===== config.mk =====
export PLATFORM = sky130hd
export DESIGN_NAME = writeback_unit
export DESIGN_NICKNAME = d
export VERILOG_FILES = /design/src/rtl/writeback_unit.sv
export SDC_FILE = /design/constraint.sdc
export NUM_CORES = 1
export LEC_CHECK = 0
export BUFFER_PORTS_ARGS = -buffer_cell sky130_fd_sc_hd__buf_2
export CAP_MARGIN = 20
export CELL_PAD_IN_SITES_DETAIL_PLACEMENT = 0
export CELL_PAD_IN_SITES_GLOBAL_PLACEMENT = 1
export CORE_MARGIN = 3
export CORE_UTILIZATION = 28
export CTS_BUF_LIST = sky130_fd_sc_hd__clkbuf_4 sky130_fd_sc_hd__clkbuf_8
export CTS_CLUSTER_SIZE = 20
export DETAILED_ROUTE_END_ITERATION = 8
export MAX_ROUTING_LAYER = met4
export PLACE_DENSITY_LB_ADDON = 0.1
export SYNTH_ARGS = -nofsm -noshare
export SYNTH_HDL_FRONTEND = slang
export SYNTH_SLANG_ARGS = --single-unit

===== constraint.sdc =====
create_clock -name Clk -period 4.67 [get_ports Clk]
set_input_delay 0.934 -clock Clk [delete_from_list [all_inputs] [get_ports Clk]]
set_output_delay 0.934 -clock Clk [all_outputs]
set_load 0.03 [all_outputs]

===== src/rtl/writeback_unit.sv =====
// rtl/writeback_unit.sv - register-file write port arbiter with load buffer and busy scoreboard
module writeback_unit #(
   parameter int XLEN     = 32,
   parameter int LD_DEPTH = 2
) (
   input  logic            Clk,
   input  logic            Rst,
   input  logic            IssueValid,
   input  logic [4:0]      IssueRs1,
   input  logic [4:0]      IssueRs2,
   input  logic [4:0]      IssueRd,
   input  logic            IssueIsLoad,
   output logic            Stall,
   input  logic            AluValid,
   input  logic [4:0]      AluRd,
   input  logic [XLEN-1:0] AluData,
   input  logic            LdValid,
   input  logic [4:0]      LdRd,
   input  logic [XLEN-1:0] LdData,
   output logic            LdReady,
   output logic [4:0]      AddrD,
   output logic [XLEN-1:0] DataD,
   output logic            RegWEn,
   output logic            BypassA,
   output logic            BypassB
);

   localparam int PW = $clog2(LD_DEPTH);
   localparam int CW = PW + 1;

   logic [31:0]     busy_q, busy_d;
   logic [4:0]      buf_rd_q   [LD_DEPTH];
   logic [XLEN-1:0] buf_data_q [LD_DEPTH];
   logic [PW-1:0]   head_q, tail_q;
   logic [CW-1:0]   count_q, count_d;
   logic [4:0]      addr_q, addr_d;
   logic [XLEN-1:0] data_q, data_d;
   logic            wen_q, wen_d;

   logic alu_wr, push, pop, issue_set;

   assign Stall     = IssueValid && (busy_q[IssueRs1] || busy_q[IssueRs2] || busy_q[IssueRd]);
   assign LdReady   = (count_q < CW'(LD_DEPTH));
   assign alu_wr    = AluValid && (AluRd != 5'd0);
   // Rd=0 loads complete the handshake but are never buffered.
   assign push      = LdValid && LdReady && (LdRd != 5'd0);
   assign pop       = !alu_wr && (count_q != '0);
   assign issue_set = IssueValid && !Stall && IssueIsLoad && (IssueRd != 5'd0);

   assign BypassA = wen_q && (addr_q != 5'd0) && (IssueRs1 == addr_q);
   assign BypassB = wen_q && (addr_q != 5'd0) && (IssueRs2 == addr_q);
   assign AddrD   = addr_q;
   assign DataD   = data_q;
   assign RegWEn  = wen_q;

   always_comb begin
      wen_d  = 1'b0;
      addr_d = addr_q;
      data_d = data_q;
      busy_d = busy_q;
      if (alu_wr) begin
         wen_d  = 1'b1;
         addr_d = AluRd;
         data_d = AluData;
      end else if (pop) begin
         wen_d  = 1'b1;
         addr_d = buf_rd_q[head_q];
         data_d = buf_data_q[head_q];
         busy_d[buf_rd_q[head_q]] = 1'b0;
      end
      if (issue_set) begin
         busy_d[IssueRd] = 1'b1;
      end
      busy_d[0] = 1'b0;
   end

   always_comb begin
      count_d = count_q;
      if (push && !pop) begin
         count_d = count_q + CW'(1);
      end else if (pop && !push) begin
         count_d = count_q - CW'(1);
      end
   end

   always_ff @(posedge Clk) begin
      if (Rst) begin
         busy_q  <= '0;
         head_q  <= '0;
         tail_q  <= '0;
         count_q <= '0;
         wen_q   <= 1'b0;
         addr_q  <= '0;
         data_q  <= '0;
      end else begin
         busy_q  <= busy_d;
         count_q <= count_d;
         wen_q   <= wen_d;
         addr_q  <= addr_d;
         data_q  <= data_d;
         if (push) begin
            buf_rd_q[tail_q]   <= LdRd;
            buf_data_q[tail_q] <= LdData;
            tail_q             <= tail_q + PW'(1);
         end
         if (pop) begin
            head_q <= head_q + PW'(1);
         end
      end
   end

endmodule


==> After elaboration in Yosys (flattened, before gate mapping) <==
Memory sizes are Yosys's and may differ from the RTL's. A register that Yosys moved wholly into a read port is not among the register bits.
Cells that the tools add are included.
{ "totals": {"reg_bits": 74, "latchBits": 0, "mem_bits_rw": 74, "mem_bits_ro": 0, "in_bits": 95, "out_inout_bits": 42, "word_cells": 82, "n_memories": 2} }
{ "classes": {"n_addsub": 4, "mul": 0, "div": 0, "n_lt_le_gt_ge": 7, "n_eq_ne": 2, "shifts": 0, "n_mux": 28, "bitwise": 3, "n_reduce_logical": 28} }
{ "memory_table": {"columns": ["memory", "depth", "word_bits", "read_ports", "rd_ports_with_merged_regs", "write_ports", "line_no", "text"], "rows": [
  ["buf_data_q", 2, 32, 1, 1, 1, "33", "logic [XLEN-1:0] buf_data_q [LD_DEPTH];"],
  ["buf_rd_q", 2, 5, 1, 1, 1, "32", "logic [4:0] buf_rd_q [LD_DEPTH];"]
]} }
{ "op_table": {"columns": ["cell", "count"], "rows": [
  ["$mux W32", 5],
  ["$and A32 B32 Y32", 1],
  ["$not A32 Y32", 1],
  ["$or A32 B32 Y32", 1],
  ["$lt A5 B6 Y1 const B", 4],
  ["$reduce_bool A5 Y1", 4],
  ["$bmux W1 S5", 3],
  ["$logic_and A1 B1 Y1", 15],
  ["$mux W1", 14],
  ["$demux W1 S5", 2],
  ["$eq A5 B5 Y1", 2],
  ["$ge A5 B1 Y1 const B", 2],
  ["$mux W5", 2],
  ["$reduce_bool A2 Y1", 3],
  ["$logic_not A1 Y1", 4],
  ["$mux W2", 2],
  ["$add A1 B1 Y1 const B", 2],
  ["$add A2 B1 Y2 const B", 1],
  ["$logic_or A1 B1 Y1", 2],
  ["$lt A2 B2 Y1 const B", 1],
  ["$sub A2 B1 Y2 const B", 1]
]} }

==> Longest topological paths before layout <==
Gate-level depths: netlist of the first run.
{ "depth": {"depth_word": 10, "depth_mapped": 9} }

==> Least setup slack after synthesis of the first run <==
No wires, ideal clock.
{ "synth_path": {"kind": "input-to-reg", "startpoint": "input LdRd[3]", "endpoint": "memory buf_data_q[1][0], enable pin", "setup_ns": 0.485, "t_arrival_ns": 3.950, "required_ns": 4.185, "slack_ns": 0.235, "path_stages": 3, "n_path_buf": 0, "cell_sequence": "or4_1 -> o211ai_1 -> nor3b_1"} }
{ "synth_between": {"elab_chain_len": 5} }
{ "synth_lines": {"columns": ["element", "line_no", "text"], "rows": [
  ["from (decl)", "18", "input logic [4:0] LdRd,"],
  ["$reduce_bool A5 Y1", "46", "assign push = LdValid && LdReady && (LdRd != 5'd0);"],
  ["$logic_and A1 B1 Y1", "46", null],
  ["$mux W1", "101", "if (push) begin"],
  ["$mux W1", "87", "if (Rst) begin"],
  ["$mux W1 (not written as such)", "103", "buf_data_q[tail_q] <= LdData;"],
  ["to (decl)", "33", null]
]} }
No other way between the ends.

==> Final worst setup path of the first run <==
{ "layout_path": {"startpoint": "input IssueRd[1]", "endpoint": "output Stall"} }
{ "layout_between": {"elab_chain_len": 4} }
{ "layout_lines": {"columns": ["element", "line_no", "text"], "rows": [
  ["from (decl)", "11", "input logic [4:0] IssueRd,"],
  ["$bmux W1 S5", "42", "assign Stall = IssueValid && (busy_q[IssueRs1] || busy_q[IssueRs2] || busy_q[IssueRd]);"],
  ["$mux W1 (not written as such)", "42", null],
  ["$logic_or A1 B1 Y1", "42", null],
  ["$logic_and A1 B1 Y1", "42", null],
  ["to (decl)", "13", "output logic Stall,"]
]} }
No other way between the ends. The select of a mux whose other input is x is not followed.

==> results of run 1 <==
[final timing paths]
| check | startpoint | end | cells past startpoint | slack [ns] |
|---|---|---|---|---|
| worst max register to register | flop | busy_q[19]$_SDFF_PP0_ | 5 | 2.05 |
| worst min register to register | head_q$_SDFFE_PP0N_ | flop | 2 | 0.52 |
| worst max-delay path | IssueRd[1] | Stall | 8 | 0.91 |
| worst min-delay path | head_q$_SDFFE_PP0N_ | flop | 2 | 0.52 |
[layout make-up]
cell class	count	area (um^2)	share of cell area (%)
Clock buffer	18	241.5	2.890
Sequential cell	148	3705	44.33
Antenna cell	4	10.01	0.1198
Multi-Input combinational cell	450	3090	36.98
Tap cell	324	405.4	4.851
Timing Repair Buffer	143	733.2	8.774
Clock inverter	14	148.9	1.782
Inverter	6	22.52	0.2695
[cell families (layout without fill, tap and decap cells)]
| group | count (synthesis) | after routing |
|---|---|---|
| adders and majority gates | 1 | 1 |
| muxes | 73 | 73 |
| and+or+nand+nor | 195 | 195 |
| buffers and inverters | 49 | 181 |
| AOI/OAI and AO/OA | 167 | 167 |
| xor gates and xnor gates | 14 | 14 |
| other | 0 | 4 |
| DFF | 148 | 148 |
[critical path: stages]
cell,delay [ns]
buf_2,0.40
mux2_1,0.37
a32oi_1,0.21
o22ai_1,0.14
nor4_4,0.32
nand4_4,0.11
and2_1,0.17
buf_2,0.17
[synthesized netlist by cell type, types with 9 or more instances]
library cell	count	area share, %
mux2i_1	56	8.0
nand2_1	22	1.2
o21ai_0	36	2.6
a21oi_1	39	2.8
nor2b_1	39	3.5
clkbuf_1	26	1.4
nand3_1	10	0.71
buf_2	9	0.64
nor2_1	87	4.7
dfxtp_1	74	21
o31ai_1	32	3.4
edfxtp_1	74	32
a211oi_1	36	3.9
[routing by layer]
metal  up-vias  GRT usage (%)
met5         -              -
met4         0          3.998
met3        18          4.565
met2       173          24.20
met1      2652          19.47
li1       2669              -
[power by group through the flow]
stage               logic [mW]  clock network [mW]  registers (mW)
detailed placement        1.06                   0            1.63
floorplan                0.690                   0            1.71
global placement          1.05                   0            1.63
CTS                       1.06                1.02            1.61
global route              1.17                1.08            1.62
finish                    1.04               0.979            1.60
[state kept, by name (all words and copies together), names as in the netlist, named ones only]
register / count
AddrD: 5
DataD: 32
RegWEn: 1
buf_data_q: 64
buf_rd_q: 10
busy_q: 31
count_q: 2
head_q: 1
tail_q: 1
==> metrics.md, run 1 <==
| Metric | Value |
|---|---|
| Run status | finished clean |
| PwrDens | 433.3 nW/um^2 |
| Root Buffer | clkbuf_8 |
| Tightest hold margin | 0.5249 ns |
| Clk_skew | 0.01341 ns |
| Leak | 3.064 nW |
| Synth Instances | 647 |
| Post-DP Area | 7956 um^2 |
| Drt wl/cell | 18.28 um |
| Total GRT Usage | 15.40% |
| Global-route wire length before repair | 30750 um |
| Total power | 3.621 mW |
| RePlAce Congestion | 0.8642 |
| Num rows | 57 |
| Fin. max-slew vios | 0 |
| Post-CTS Setup Inserts | 0 |
| Total die area | 26980 um^2 |
| First-pass DRT Iterations | 5 |
| Compound-Gate Fraction of Synth Area | 15.52% |
| Multiplexer share of the synthesized area | 12.49% |
| Fin. Hold Viols | 0 |
| IO Port Bufs | 136 |
| Peak VDD IR | 220.5 uV |
| Final Util | 34.16% |
| DR DRC count | 0 |
| Antenna violations before repair | 4 |
| Psw | 1.309 mW |
| Gr ovfl total | 0 |
| Synth Area in XOR/XNOR | 1.749% |
| Post-Synth Simple-Gate Area | 13.97% |
| Die Ht | 164.2 um |
| Post-Synth Adder-Cell Area | 0.1784% |
| Non-Filler Instances | 1107 |
| Number of synthesized flops with an enable pin | 74 |
| Synth-to-Final Area Change | 19.18% |
| Crit path DAT | 2.82 ns |
| Setup crit end kind | primary output |
| Clock latency on the worst-skew pair | 0.43 ns |
| H-tree levels | 4 |
| Synth Register Bits | 148 |
| RSZ-0062 raised after global routing | false |
| Dpl hpwl | 14640 um |
| Initial Util | 28.66% |
| Worst Path Max Fanout | 20 |
| Vias | 5512 |
| Clock Power Share | 27.0% |
| Num CTS Buffers | 17 |
| Share of layout cells above drive strength 1 | 25.29% |
| Critical Path RT | 3.74 ns |
| DRT iter0 DRCs | 367 |
| Seq/Total Area, Yosys | 52.82% |
| I/O pins | 137 |
| WS Path Type | input port to primary output |
| Vias/cell | 4.979 |
| Post-synthesis cell area | 7012 um^2 |
| Largest net degree at the start of global routing | 70 |
| Most common cell after layout, fill and taps aside | buf_2 |
| Normalized max-slew margin | 36.66% |
| # Max-Cap Violations | 0 |
| Post-Syn Nets | 743 |
| Clock Pin Slew Worst Setup and Hold Paths | 0.08 ns |
| Setup Viol. Count Final | 0 |
| Most frequent cells in the layout | 136 x buf_2, 87 x nor2_1, 74 x edfxtp_1 |
| Max layer used | met4 |
| YS warnings | 0 |
| Final Critical Period | 3.757 ns |
| CTS tree | yes |
| Placed cells | 1071 |
| Comb pwr share | 28.8% |
| NumNets Final | 862 |
| Setup TNS | 0 ns |
| CP startpoint kind | input port |
| Final WL | 20240 um |
| Setup WS pre-CTS | 0.9230 ns |
| Max frequency | 266.2 MHz |
| Slew of the pin with the lowest slew margin | 0.9401 ns |
| Switching part of the total | 36.15% |
| Antenna Nets Post-Route | 0 |
| Ys flop type | edfxtp_1 |
| Sequential Power Share | 44.2% |
| Fill count | 2444 |
| Clock Tree Buf Depth | 2 |
| Worst min-delay path class | flop to flop |
| Post-CTS Resized | 0 |
| Hold_buf cts | 0 |
| Met1 Wirelength | 8864 um |
| Design Area, Final | 8357 um^2 |
| Syn avg cell area | 10.84 um^2 |
| Largest family of logic cells by synthesized area | compound AO/OA/AOI/OAI gates |
| Synth unique cells | 56 |
| Clock Sinks | 148 |
| Post-synthesis async set-or-reset flop share | 0% |
| Core area | 24460 um^2 |
| Internal power | 2.312 mW |
| Die Width | 164.2 um |
| Met2 Routed Length | 9592 um |
| Post-route setup slack | 0.9130 ns |
| Vias in the first global route | 5375 |
| Metal3 WL | 1498 um |
| Final period util | 80.45% |
Power figures use the tool's default switching activity.
==> inputs of run 2 (changes only) <==
Clock period 4.67 ns to 3.1 ns, I/O delays scaled along.
==> metrics.md, run 2 (synthesized netlist as in run 1, its figures left out) <==
| Metric | Value |
|---|---|
| Run status | finished clean |
| Clk_skew | 0.01589 ns |
| Hold Path Cell Cnt | 1 |
| Antenna violations before repair | 3 |
| Vias/cell | 4.998 |
| CP startpoint kind | input port |
| Antenna Nets Post-Route | 0 |
| IO Port Bufs | 136 |
| WS Path Type | input port to primary output |
| Slew of the pin with the lowest slew margin | 1.097 ns |
| Number of flip-flops in the largest register | 64 |
| Leak | 3.135 nW |
| H-tree levels | 4 |
| Vias | 5608 |
| Met2 Routed Length | 9717 um |
| Peak VDD IR | 248.8 uV |
| Hold path start | LdData[4] |
| Vias in the first global route | 5499 |
| Most frequent cells in the layout | 134 x buf_2, 87 x nor2_1, 74 x edfxtp_1 |
| Largest net degree at the start of global routing | 70 |
| Die Ht | 164.2 um |
| NumNets Final | 877 |
| RePlAce Congestion | 0.8956 |
| Fin. Hold Viols | 0 |
| Most common cell after layout, fill and taps aside | buf_2 |
| Worst Path Max Fanout | 15 |
| Synth-to-Final Area Change | 21.02% |
| Total die area | 26980 um^2 |
| Worst R2R Setup Slack | 0.91 ns |
| DR DRC count | 0 |
| Share of layout cells above drive strength 1 | 26.83% |
| Setup TNS | 0 ns |
| Clock Tree Buf Depth | 2 |
| Gr ovfl total | 0 |
| I/O pins | 137 |
| First-pass DRT Iterations | 5 |
| Initial Util | 28.66% |
| Clock Pin Slew Worst Setup and Hold Paths | 0.09 ns |
| Normalized max-slew margin | 26.11% |
| Worst min-delay path class | input port to flop |
| Final Critical Period | 2.966 ns |
| Hold_buf cts | 0 |
| Met1 Wirelength | 9570 um |
| Hold endpoint | buf_data_q[0][4]$_DFFE_PP_ |
| Root Buffer | clkbuf_8 |
| Die Width | 164.2 um |
| Setup crit end kind | primary output |
| Largest reg by FF count | buf_data_q |
| DRT iter0 DRCs | 334 |
| RSZ-0062 raised after global routing | false |
| Metal3 WL | 1153 um |
| Critical Path RT | 2.48 ns |
| Num CTS Buffers | 17 |
| Clock latency on the worst-skew pair | 0.44 ns |
| Total GRT Usage | 15.92% |
| Dpl hpwl | 15320 um |
| # Max-Cap Violations | 0 |
| Num rows | 57 |
| Drt wl/cell | 18.51 um |
| Final period util | 95.69% |
| Max layer used | met4 |
| Clock Sinks | 148 |
| PwrDens | 638.7 nW/um^2 |
| CTS tree | yes |
| Final WL | 20770 um |
| Worst reg2reg startpoint | busy_q[27]$_SDFF_PP0_ |
| Fin. max-slew vios | 0 |
| Core area | 24460 um^2 |
| Max frequency | 337.1 MHz |
| Crit path DAT | 2.35 ns |
| Setup Viol. Count Final | 0 |
| Global-route wire length before repair | 31850 um |
| Reg2Reg Capture Point | busy_q[8]$_SDFF_PP0_ |
| Tightest hold margin | 0.3623 ns |
| Reg2reg path depth | 6 |
-- run 2: cell types whose count changed in the layout (fill, tap and decap cells not counted), moves of 2 or more --
cell,delta
inv_6,+3
clkinvlp_4,+2
buf_2,-2
clkinv_4,-2
buf_4,+13
-- run 2: worst max-delay path: stages --
cell      delay (ns)
buf_6           0.16
buf_4           0.19
mux2i_1         0.22
nor3b_1         0.09
a311oi_1        0.30
o2111a_1        0.29
nand4_4         0.12
and2_1          0.18
buf_2           0.17
-- run 2: final cells by class --
class	instances	area [um^2]
Clock inverter	14	116.4
Clock buffer	18	241.5
Timing Repair Buffer	158	882.1
Antenna cell	4	10.01
Tap cell	324	405.4
Inverter	6	22.52
Sequential cell	148	3705
Fill cell	2532	15980
Multi-Input combinational cell	450	3103
-- run 2: what timing repair did --
action | in CTS | in global routing
buffers inserted | 0 | 0
endpoints found under the setup margin | 0 | 1
gates resized for setup | 0 | 4
hold endpoints to repair | 0 | 0
-- run 2: how the worst max path moves through the flow --
| stage | start | endpoint | slack [ns] | cells past startpoint |
|---|---|---|---|---|
| after CTS | IssueRd[1] | Stall | 0.01 | 9 |
| after global placement | IssueRd[1] | Stall | 0.06 | 9 |
| after floorplan | IssueRs1[0] | Stall | 0.17 | 7 |
| after global routing | IssueRs1[0] | Stall | 0.004 | 9 |
| final | IssueRd[1] | Stall | 0.13 | 9 |
| after detailed placement | IssueRd[1] | Stall | 0.02 | 9 |
-- run 2: per-layer routing --
layer / GRT usage, % / vias to the layer above
li1: - / 2700
met1: 20.81 / 2717
met2: 24.60 / 171
met3: 3.985 / 20
met4: 4.460 / 0
met5: - / -
-- run 2: stage by stage --
| step | utilization [%] | worst slack, ns | cell area, um^2 | power [mW] | instances |
|---|---|---|---|---|---|
| floorplan | - | 0.1731 | 7022 | 3.609 | 647 |
| global placement | 32.98 | 0.05591 | 8066 | 4.066 | 1084 |
| detailed placement | 32.98 | 0.01812 | 8066 | 4.096 | 1084 |
| CTS | 34.44 | 0.01483 | 8424 | 5.495 | 1116 |
| global route | 34.68 | 0.004278 | 8483 | 5.771 | 1121 |
| finish | 34.69 | 0.1338 | 8486 | 5.420 | 1122 |
-- run 2: power breakdown --
group	internal [mW]	total [mW]	switching, mW
registers	2.26	2.37	0.109
clock network	0.586	1.37	0.786
logic	0.592	1.68	1.09
==> inputs of run 3 (changes only) <==
Settings changed: PLACE_DENSITY set to 0.59, PLACE_DENSITY_LB_ADDON 0.1 to not set, TNS_END_PERCENT set to 30.
Clock period 3.1 ns to 2.7 ns, I/O delays scaled along.
==> metrics.md, run 3 (synthesized netlist as in run 1, its figures left out) <==
| Metric | Value |
|---|---|
| H-tree levels | 4 |
| Hold path start | LdData[8] |
| Vias in the first global route | 5653 |
| Fin. max-slew vios | 0 |
| DR DRC count | 0 |
| DRT iter0 DRCs | 393 |
| Clock Pin Slew Worst Setup and Hold Paths | 0.09 ns |
| Most common cell after layout, fill and taps aside | buf_2 |
| Slowest-stage cell, CP | mux4_1 |
| Slew of the pin with the lowest slew margin | 0.8067 ns |
| Final Critical Period | 2.727 ns |
| Final period util | 101.0% |
| Total die area | 26980 um^2 |
| Root Buffer | clkbuf_8 |
| NumNets Final | 900 |
| Worst Path Max Fanout | 4 |
| IO Port Bufs | 136 |
| Die Ht | 164.2 um |
| Num rows | 57 |
| Fin. Hold Viols | 0 |
| Placed cells | 1108 |
| Failing checks | negative setup slack |
| Vias/cell | 4.864 |
| Total power | 6.373 mW |
| Setup TNS | -0.02737 ns |
| Most frequent cells in the layout | 134 x buf_2, 87 x nor2_1, 74 x edfxtp_1 |
| Critical Path RT | 2.16 ns |
| Worst R2R Setup Slack | 0.43 ns |
| Worst min-delay path class | input port to flop |
| Max frequency | 366.7 MHz |
| Num CTS Buffers | 17 |
| Clk_skew | 0.01620 ns |
| Global-route wire length before repair | 31950 um |
| Normalized max-slew margin | 46.05% |
| Clock Sinks | 148 |
| Footprint of the multi-input gates | 3117 um^2 |
| Share of layout cells above drive strength 1 | 31.21% |
| Synth-to-Final Area Change | 24.84% |
| Crit path DAT | 2.19 ns |
| Worst reg2reg startpoint | busy_q[31]$_SDFF_PP0_ |
| Crit path from | busy_q[31]$_SDFF_PP0_ |
| Run status | complete, but fails checks |
| Final WL | 20350 um |
| Number of flip-flops in the largest register | 64 |
| Post-route setup slack | -0.02737 ns |
| Largest net degree at the start of global routing | 70 |
| Clock latency on the worst-skew pair | 0.44 ns |
| Critical path, cell by cell | mux4_1 -> o2111ai_1 -> o2111a_1 -> nand4_4 -> and2_4 -> buf_6 |
| Vias | 5594 |
| # Max-Cap Violations | 0 |
| Total GRT Usage | 15.83% |
| RePlAce Congestion | 0.8767 |
| CP max stage delay | 0.50 ns |
| Initial Util | 28.66% |
| Peak VDD IR | 364.6 uV |
| Antenna violations before repair | 8 |
| Setup crit end kind | primary output |
| Gr ovfl total | 0 |
| Core area | 24460 um^2 |
| Dpl hpwl | 14470 um |
| CP startpoint kind | flop |
| I/O pins | 137 |
| Reg2Reg Capture Point | busy_q[11]$_SDFF_PP0_ |
| CTS tree | yes |
| Largest reg by FF count | buf_data_q |
| Leak | 3.264 nW |
| Setup Viol. Count Final | 1 |
| RSZ-0062 raised after global routing | true |
| Seq. cell area | 3729 um^2 |
| Setup WS pre-CTS | -0.1545 ns |
| Hold endpoint | buf_data_q[1][8]$_DFFE_PP_ |
| PwrDens | 728.1 nW/um^2 |
| First-pass DRT Iterations | 6 |
| Reg2reg path depth | 7 |
| Non-Filler Instances | 1150 |
| Clock Tree Buf Depth | 2 |
| WS Path Type | flop to primary output |
| Die Width | 164.2 um |
| Hold Path Cell Cnt | 1 |
| Fill count | 2492 |
| Drt wl/cell | 17.69 um |
| Antenna Nets Post-Route | 0 |
## run 3: cell types whose count changed in the layout (fill, tap and decap cells not counted), sizes merged
cell      delta
buf         +24
clkinv       +5
clkinvlp     -1
bufinv       +2
clkbuf       -2
inv          -5
diode        +5
## run 3: final cells by class
cell class                      count  area share (%)
Antenna cell                        9          0.2573
Clock buffer                       17           2.673
Clock inverter                     15           1.772
Inverter                            6          0.2573
Multi-Input combinational cell    450           35.61
Sequential cell                   148           42.60
Tap cell                          324           4.631
Timing Repair Buffer              181           12.21
## run 3: how the worst max path moves through the flow
stage	end	slack [ns]	cells after the start
after global routing	Stall	-0.11	8
after detailed placement	Stall	-0.15	8
after floorplan	buf_data_q[0][0]$_DFFE_PP_	-0.04	3
final	Stall	-0.03	6
after global placement	Stall	-0.15	8
after CTS	Stall	-0.13	7
## run 3: critical path: cells and delay by family, from the launching register on
family,cells,cell delay (ns)
multiplexers,1,0.50
AO/OA/AOI/OAI,2,0.47
flip-flops,1,0.39
AND/OR/NAND/NOR,2,0.27
buffers and inverters,1,0.13
## run 3: power by group
part           internal (mW)  switching, mW  total, mW  leakage [nW]
clock                  0.826          0.865       1.69         0.194
sequential              2.60          0.149       2.75          1.29
combinational          0.719           1.22       1.94          1.78
## run 3: stage by stage
step	hold slack [ns]	utilization, %	instance area [um^2]
6_report	0.2842	35.78	8753
5_1_grt	0.2322	35.77	8751
4_1_cts	0.2384	35.56	8700
3_5_place_dp	0.5011	33.87	8285
3_3_place_gp	0.5011	33.87	8285
2_1_floorplan	0.4796	-	7032
## run 3: routing by layer
| metal | wire (um) | global-route usage, % | share of wire (%) | vias to the layer above |
|---|---|---|---|---|
| met4 | 315 | 4.960 | 1.5 | 0 |
| met2 | 9211 | 23.98 | 45 | 174 |
| li1 | - | - | - | 2752 |
| met1 | 9221 | 19.74 | 45 | 2642 |
| met5 | 0 | - | 0 | - |
| met3 | 1598 | 5.776 | 7.9 | 26 |
## run 3: what timing repair did
action	CTS	global route
setup buffers	0	1
setup endpoints to repair	1	1
pin swaps	1	3
hold buffers	0	0
resized for setup	14	12
